===== src/rtl/div_reconstructor_pkg.sv =====
// Shared definitions for the divide-result reconstructor.
// Optional check port pair is enabled by defining DIV_RECON_CHECK_EN.
package div_recon_pkg;

  typedef enum logic [1:0] {
    IDLE = 2'd0,
    MUL  = 2'd1,
    FIX  = 2'd2,
    DONE = 2'd3
  } state_t;

  localparam int unsigned DIV_RECON_WIDTH = 32;

  // Packed divider word: {remainder, quotient}; quotient in the low half.
  localparam int unsigned QUO_OFFSET = 0;

  function automatic int unsigned rem_offset(input int unsigned w);
    return w;
  endfunction

  // Iteration counter must hold W-1.
  function automatic int unsigned cnt_width(input int unsigned w);
    return (w > 1) ? $clog2(w) : 1;
  endfunction

endpackage


===== src/rtl/div_reconstructor_if.sv =====
// Handshake/data bundle between a divide-result source and the reconstructor.
// opera2/mismatch exist only when DIV_RECON_CHECK_EN is defined.
interface div_reconstructor_if #(
  parameter int unsigned WIDTH = 32
);
  logic                 start;
  logic [WIDTH-1:0]     opera1;
  logic [2*WIDTH-1:0]   result;
  logic [2*WIDTH-1:0]   dividend;
  logic                 valid;
`ifdef DIV_RECON_CHECK_EN
  logic [2*WIDTH-1:0]   opera2;
  logic                 mismatch;

  modport master (
    output start, opera1, result, opera2,
    input  dividend, valid, mismatch
  );

  modport slave (
    input  start, opera1, result, opera2,
    output dividend, valid, mismatch
  );
`else
  modport master (
    output start, opera1, result,
    input  dividend, valid
  );

  modport slave (
    input  start, opera1, result,
    output dividend, valid
  );
`endif
endinterface


===== src/rtl/div_reconstructor_sign_mag.sv =====
// Two's-complement word to sign bit plus unsigned magnitude.
// The most negative value maps to magnitude 2^(W-1) without overflow.
module sign_mag #(
  parameter int unsigned WIDTH = 32
) (
  input  logic [WIDTH-1:0] value,
  output logic             sign,
  output logic [WIDTH-1:0] mag
);

  // Negate negative inputs; the unsigned result covers the full range.
  always_comb begin
    sign = value[WIDTH-1];
    mag  = sign ? (~value + 1'b1) : value;
  end

endmodule


===== src/rtl/div_reconstructor.sv =====
// Rebuilds a signed dividend from {remainder, quotient} and the divisor:
// dividend = quotient*divisor + remainder, via a radix-2 shift-add
// multiplier on magnitudes, then one sign-fix/remainder-add cycle.
// Defining DIV_RECON_CHECK_EN adds an expected-dividend compare.
module div_reconstructor
  import div_recon_pkg::*;
#(
  parameter int unsigned WIDTH = DIV_RECON_WIDTH
) (
  input logic                clock,
  input logic                reset,
  div_reconstructor_if.slave bus
);

  localparam int unsigned CW      = cnt_width(WIDTH);
  localparam int unsigned REM_LSB = rem_offset(WIDTH);

  state_t               state;
  logic                 start_q;
  logic                 launch;
  logic [CW-1:0]        cnt;
  logic [2*WIDTH-1:0]   mcand;
  logic [WIDTH-1:0]     mplier;
  logic [2*WIDTH-1:0]   acc;
  logic [2*WIDTH-1:0]   rem_ext;
  logic                 neg;
  logic [2*WIDTH-1:0]   fix_value;
  logic [2*WIDTH-1:0]   dividend_r;
  logic                 valid_r;

  logic [WIDTH-1:0]     quo_word;
  logic [WIDTH-1:0]     rem_word;
  logic                 div_sign;
  logic                 quo_sign;
  logic [WIDTH-1:0]     div_mag;
  logic [WIDTH-1:0]     quo_mag;

`ifdef DIV_RECON_CHECK_EN
  logic [2*WIDTH-1:0]   expect_q;
  logic                 mismatch_r;
`endif

  // Unpack the divider word.
  always_comb begin
    quo_word = bus.result[QUO_OFFSET +: WIDTH];
    rem_word = bus.result[REM_LSB +: WIDTH];
  end

  sign_mag #(.WIDTH(WIDTH)) u_div_mag (
    .value (bus.opera1),
    .sign  (div_sign),
    .mag   (div_mag)
  );

  sign_mag #(.WIDTH(WIDTH)) u_quo_mag (
    .value (quo_word),
    .sign  (quo_sign),
    .mag   (quo_mag)
  );

  // Launch on a sampled rising edge of start while idle or finished.
  always_comb begin
    launch = bus.start & ~start_q & ((state == IDLE) | (state == DONE));
  end

  // Signed product plus remainder, wrapping modulo 2^(2W).
  always_comb begin
    fix_value = (neg ? (~acc + 1'b1) : acc) + rem_ext;
  end

  // Control FSM together with the shift-add datapath and output registers.
  always_ff @(posedge clock or posedge reset) begin
    if (reset) begin
      state      <= IDLE;
      start_q    <= 1'b0;
      cnt        <= '0;
      mcand      <= '0;
      mplier     <= '0;
      acc        <= '0;
      rem_ext    <= '0;
      neg        <= 1'b0;
      dividend_r <= '0;
      valid_r    <= 1'b0;
`ifdef DIV_RECON_CHECK_EN
      expect_q   <= '0;
      mismatch_r <= 1'b0;
`endif
    end else begin
      start_q <= bus.start;
      unique case (state)
        IDLE, DONE: begin
          if (launch) begin
            mcand   <= {{WIDTH{1'b0}}, div_mag};
            mplier  <= quo_mag;
            neg     <= div_sign ^ quo_sign;
            rem_ext <= {{WIDTH{rem_word[WIDTH-1]}}, rem_word};
            acc     <= '0;
            cnt     <= CW'(WIDTH - 1);
            valid_r <= 1'b0;
`ifdef DIV_RECON_CHECK_EN
            expect_q   <= bus.opera2;
            mismatch_r <= 1'b0;
`endif
            state   <= MUL;
          end
        end
        MUL: begin
          if (mplier[0]) begin
            acc <= acc + mcand;
          end
          mcand  <= mcand << 1;
          mplier <= mplier >> 1;
          cnt    <= cnt - 1'b1;
          if (cnt == '0) begin
            state <= FIX;
          end
        end
        FIX: begin
          dividend_r <= fix_value;
          valid_r    <= 1'b1;
`ifdef DIV_RECON_CHECK_EN
          mismatch_r <= (fix_value != expect_q);
`endif
          state      <= DONE;
        end
        default: state <= IDLE;
      endcase
    end
  end

  assign bus.dividend = dividend_r;
  assign bus.valid    = valid_r;
`ifdef DIV_RECON_CHECK_EN
  assign bus.mismatch = mismatch_r;
`endif

endmodule


===== src/flat_wrapper.sv =====
// flat-port wrapper written by rule: the top's interface ports become plain ports
module div_reconstructor_flat import div_recon_pkg::*;
#(
  parameter int unsigned WIDTH = DIV_RECON_WIDTH
)
  (clock, reset, bus_start, bus_opera1, bus_result, bus_dividend, bus_valid);
  div_reconstructor_if #(.WIDTH(WIDTH)) bus_i ();
  input logic clock;
  input logic reset;
  input wire logic [$bits(bus_i.start)-1:0] bus_start;
  input wire logic [$bits(bus_i.opera1)-1:0] bus_opera1;
  input wire logic [$bits(bus_i.result)-1:0] bus_result;
  output wire logic [$bits(bus_i.dividend)-1:0] bus_dividend;
  output wire logic [$bits(bus_i.valid)-1:0] bus_valid;
  assign bus_i.start = bus_start;
  assign bus_i.opera1 = bus_opera1;
  assign bus_i.result = bus_result;
  assign bus_dividend = bus_i.dividend;
  assign bus_valid = bus_i.valid;
  div_reconstructor #(.WIDTH(WIDTH)) u_core (.clock(clock), .reset(reset), .bus(bus_i));
endmodule

===== config.mk =====
export PLATFORM = sky130hd
export DESIGN_NAME = div_reconstructor_flat
export DESIGN_NICKNAME = d
export VERILOG_FILES = /design/src/rtl/div_reconstructor_pkg.sv /design/src/rtl/div_reconstructor_if.sv /design/src/rtl/div_reconstructor_sign_mag.sv /design/src/rtl/div_reconstructor.sv /design/src/flat_wrapper.sv
export SDC_FILE = /design/constraint.sdc
export NUM_CORES = 1
export LEC_CHECK = 0
export CELL_PAD_IN_SITES_DETAIL_PLACEMENT = 2
export CELL_PAD_IN_SITES_GLOBAL_PLACEMENT = 2
export CORE_ASPECT_RATIO = 0.7
export CORE_MARGIN = 3
export CORE_UTILIZATION = 37
export DETAILED_ROUTE_END_ITERATION = 8
export PLACE_DENSITY_LB_ADDON = 0.05
export SYNTH_ARGS = -nofsm -noshare
export SYNTH_HDL_FRONTEND = slang
export SYNTH_HIERARCHICAL = 1
export SYNTH_SLANG_ARGS = --single-unit
export TNS_END_PERCENT = 5

===== constraint.sdc =====
create_clock -name clock -period 11.8 [get_ports clock]
set_input_delay 2.36 -clock clock [delete_from_list [all_inputs] [get_ports clock]]
set_output_delay 2.36 -clock clock [all_outputs]
set_load 0.005 [all_outputs]

==> impl_results.md <==
* Hold crit path type: register to register
* Register area share after synthesis at 32.7%
* CTS root buf: clkbuf_16
* Storage element area at 0.00666 mm²
* F_max at 162 MHz
* Core area at 0.0540 mm²
* H-tree Lvls at 2
* CTS tree: yes
* Clk pin slew, worst setup/hold paths at 0.06 ns
* Final Hold Fails at 0
* Initial antenna violation count at 3
* Fin Hold WS at 0.484 ns
* Largest net degree at the start of global routing at 127
* Port bufs at 163
* CP Capture Type: register
* Slew margin rel. at 16.7%
* Final setup fails at 0
* Status: finished clean
* Syn Std Cell Area at 0.0203 mm²
* Post-synth cell types at 80
* Setup bufs post-CTS at 0
* Initial Util at 37.6%
* Num Clock Sinks at 266
* Area grow syn2layout at 16.7%
* Number of I/O pins at 164
* CTS Buf Count at 34
* Tcrit/Tclk final at 52.4%
* Clk Latency, worst-skew pair at 0.54 ns
* Nets at 2609
* Critical Path AT at 6.61 ns
* Seq cells post-synth at 266
* Global Route Usage Sum at 24.0%
* Gpl congestion at 0.884
* Clock skew at 0.0213 ns
* Delay-heaviest family, CP: compound AO/OA/AOI/OAI gates
* Async S/R FF share, synth at 100%
* Peak VDD IR at 0.165 mV
* Synth Net Count at 2502
* Post-CTS sizing at 0
* Rows at 71
* Die H at 202 µm
* Syn Area/Cell at 9.02 µm²
* Slew Limit Fails at 0
* Post-synth EDFFs at 0
* Critical path peak fanout at 7
* HPWL Detailed at 54200 µm
* First-pass GRT wire length at 112000 µm
* RSZ-0062 raised after global routing: no
* Most common flop cell mapped by yosys: dfrtp_1
* # hold bufs at CTS at 0
* DRT iter0 DRCs at 1186
* Setup_tns at 0 ns
* WP buf/inv at 0
* Max cap viols at 0
* DRC viols at 0
* CP peak stage delay at 0.72 ns
* Die area at 0.0578 mm²
* Die width at 286 µm
* Pwr Total at 0.00724 W
* Crit-path cells: or4_1, nor3_1, nand3_1, or2_2, or3_1, o41ai_1, xnor2_1, ha_1, nand4_1, nor3_1, a2111oi_0, o211ai_1, a31oi_1, o21ai_0, a41oi_1, o21a_1, o41ai_1, xor2_1, mux2_2
* Total grt overflow at 0
* Pwr dens at 305 mW/mm²
* Setup CP Type: register to register
* CP Data Required Time at 12.22 ns
* Most frequent cells in the layout: dfrtp_1 (265), nand2_1 (263), o21ai_0 (233), xnor2_1 (198), clkdlybuf4s50_1 (163)
* P_leak at 10.1 nW
* Wire per inst at 22.5 µm
* WL final at 70100 µm
* Filler cells at 5923
* Startpoint Class: register
* Layout cells sized above 1 at 8.89%
* Final ANT Viol Nets at 0
* Area of the multi-input gates at 0.0131 mm²
* Instance count of the mapped netlist at 2253
* Yosys warnings at 6
* Most common cell after layout, fill and taps aside: dfrtp_1
* Worst-Margin Slew at 1.25 ns
* Slowest CP cell: a2111oi_0
* CTS max path bufs at 3
* TritonRoute pass-1 iters at 5
* Vias per inst at 5.73
* Tmin final at 6.18 ns
* Number of global-route vias before repair at 18989
* Via count at 17861
## registers in the layout (all words and copies together), names as in the netlist
signal,cells
u_core/mcand,64
u_core/mplier,32
u_core/state,2
u_core/neg,1
u_core/rem_ext,32
u_core/start_q,1
u_core/bus.valid,1
u_core/cnt,5
u_core/bus.dividend,64
u_core/acc,64
## kinds of logic (layout without fill, tap and decap cells)
kind of cell	after synthesis	after routing	share of synthesized area (%)
AOI/OAI and AO/OA	697	697	22.0
and+or+nand+nor	585	585	14.4
DFF	266	266	32.7
xor gates and xnor gates	246	246	10.6
buffers and inverters	157	289	2.97
muxes	152	152	8.02
adders and majority gates	150	150	9.31
other	0	1	0
## synthesized netlist by cell type (52+ instances only)
master / number / area, µm²
a21o_1: 61 / 458
nor2_1: 97 / 364
ha_1: 148 / 1850
o21ai_0: 233 / 1170
nand2_1: 264 / 991
dfrtp_1: 266 / 6660
a21oi_1: 153 / 766
inv_1: 52 / 195
clkbuf_1: 89 / 334
mux2_2: 87 / 980
xnor2_1: 198 / 1730
mux2i_1: 65 / 651
## stage by stage
stage               instance area (µm²)  worst slack (ns)  instances  utilization [%]
global route                      23700              5.27       3116             43.9
global placement                  22600              6.03       3054             41.9
detailed placement                22600              5.86       3054             41.9
CTS                               23700              5.72       3115             43.9
finish                            23700              5.62       3116             43.9
floorplan                         20300              2.11       2253                -
## cell type report
cell class	instances	area share [%]
Antenna cell	1	0.0106
Clock buffer	49	4.08
Clock inverter	12	0.522
Inverter	52	0.855
Multi-Input combinational cell	1830	55.3
Sequential cell	266	28.1
Tap cell	730	3.85
Timing Repair Buffer	176	7.29
## worst paths after layout
check / end / cells after the start / start / slack, ns
worst max-delay path: u_core/bus.dividend[61] / 19 / u_core/acc[10] / 5.62
worst min-delay path: u_core/mplier[25] / 2 / u_core/mplier[25] / 0.48
worst max register to register: u_core/bus.dividend[61] / 19 / u_core/acc[10] / 5.62
worst min register to register: u_core/mplier[25] / 2 / u_core/mplier[25] / 0.48
max in group asynchronous: u_core/rem_ext[17] / 3 / reset / 8.03
min in group asynchronous: u_core/bus.dividend[7] / 2 / reset / 2.29
## per-layer routing
layer  wire, µm  GRT usage [%]  vias to the layer above  part of all wire (%)
met1      37300           37.7                     9079                    53
met2      28500           34.6                      293                    41
met4        858           3.98                        2                   1.2
li1           -              -                     8429                     -
met3       3400           4.06                       58                   4.8
met5          9              0                        -                 0.013
## worst reg2reg max path, delay by kind of cell (launching register included)
kind	cells	cell delay, ns
AOI/OAI and AO/OA	8	2.49
and+or+nand+nor	7	2.18
muxes	1	0.27
DFF	1	0.46
xor gates and xnor gates	2	0.35
adders and majority gates	1	0.31
## power by group
part | internal [W] | leakage (nW) | switching (W)
sequential | 0.00124 | 3.36 | 0.000302
clock | 0.000617 | 0.537 | 0.000426
combinational | 0.00192 | 6.22 | 0.00274
total | 0.00377 | 10.1 | 0.00346
Note: power is estimated with default switching activity, not from simulation.
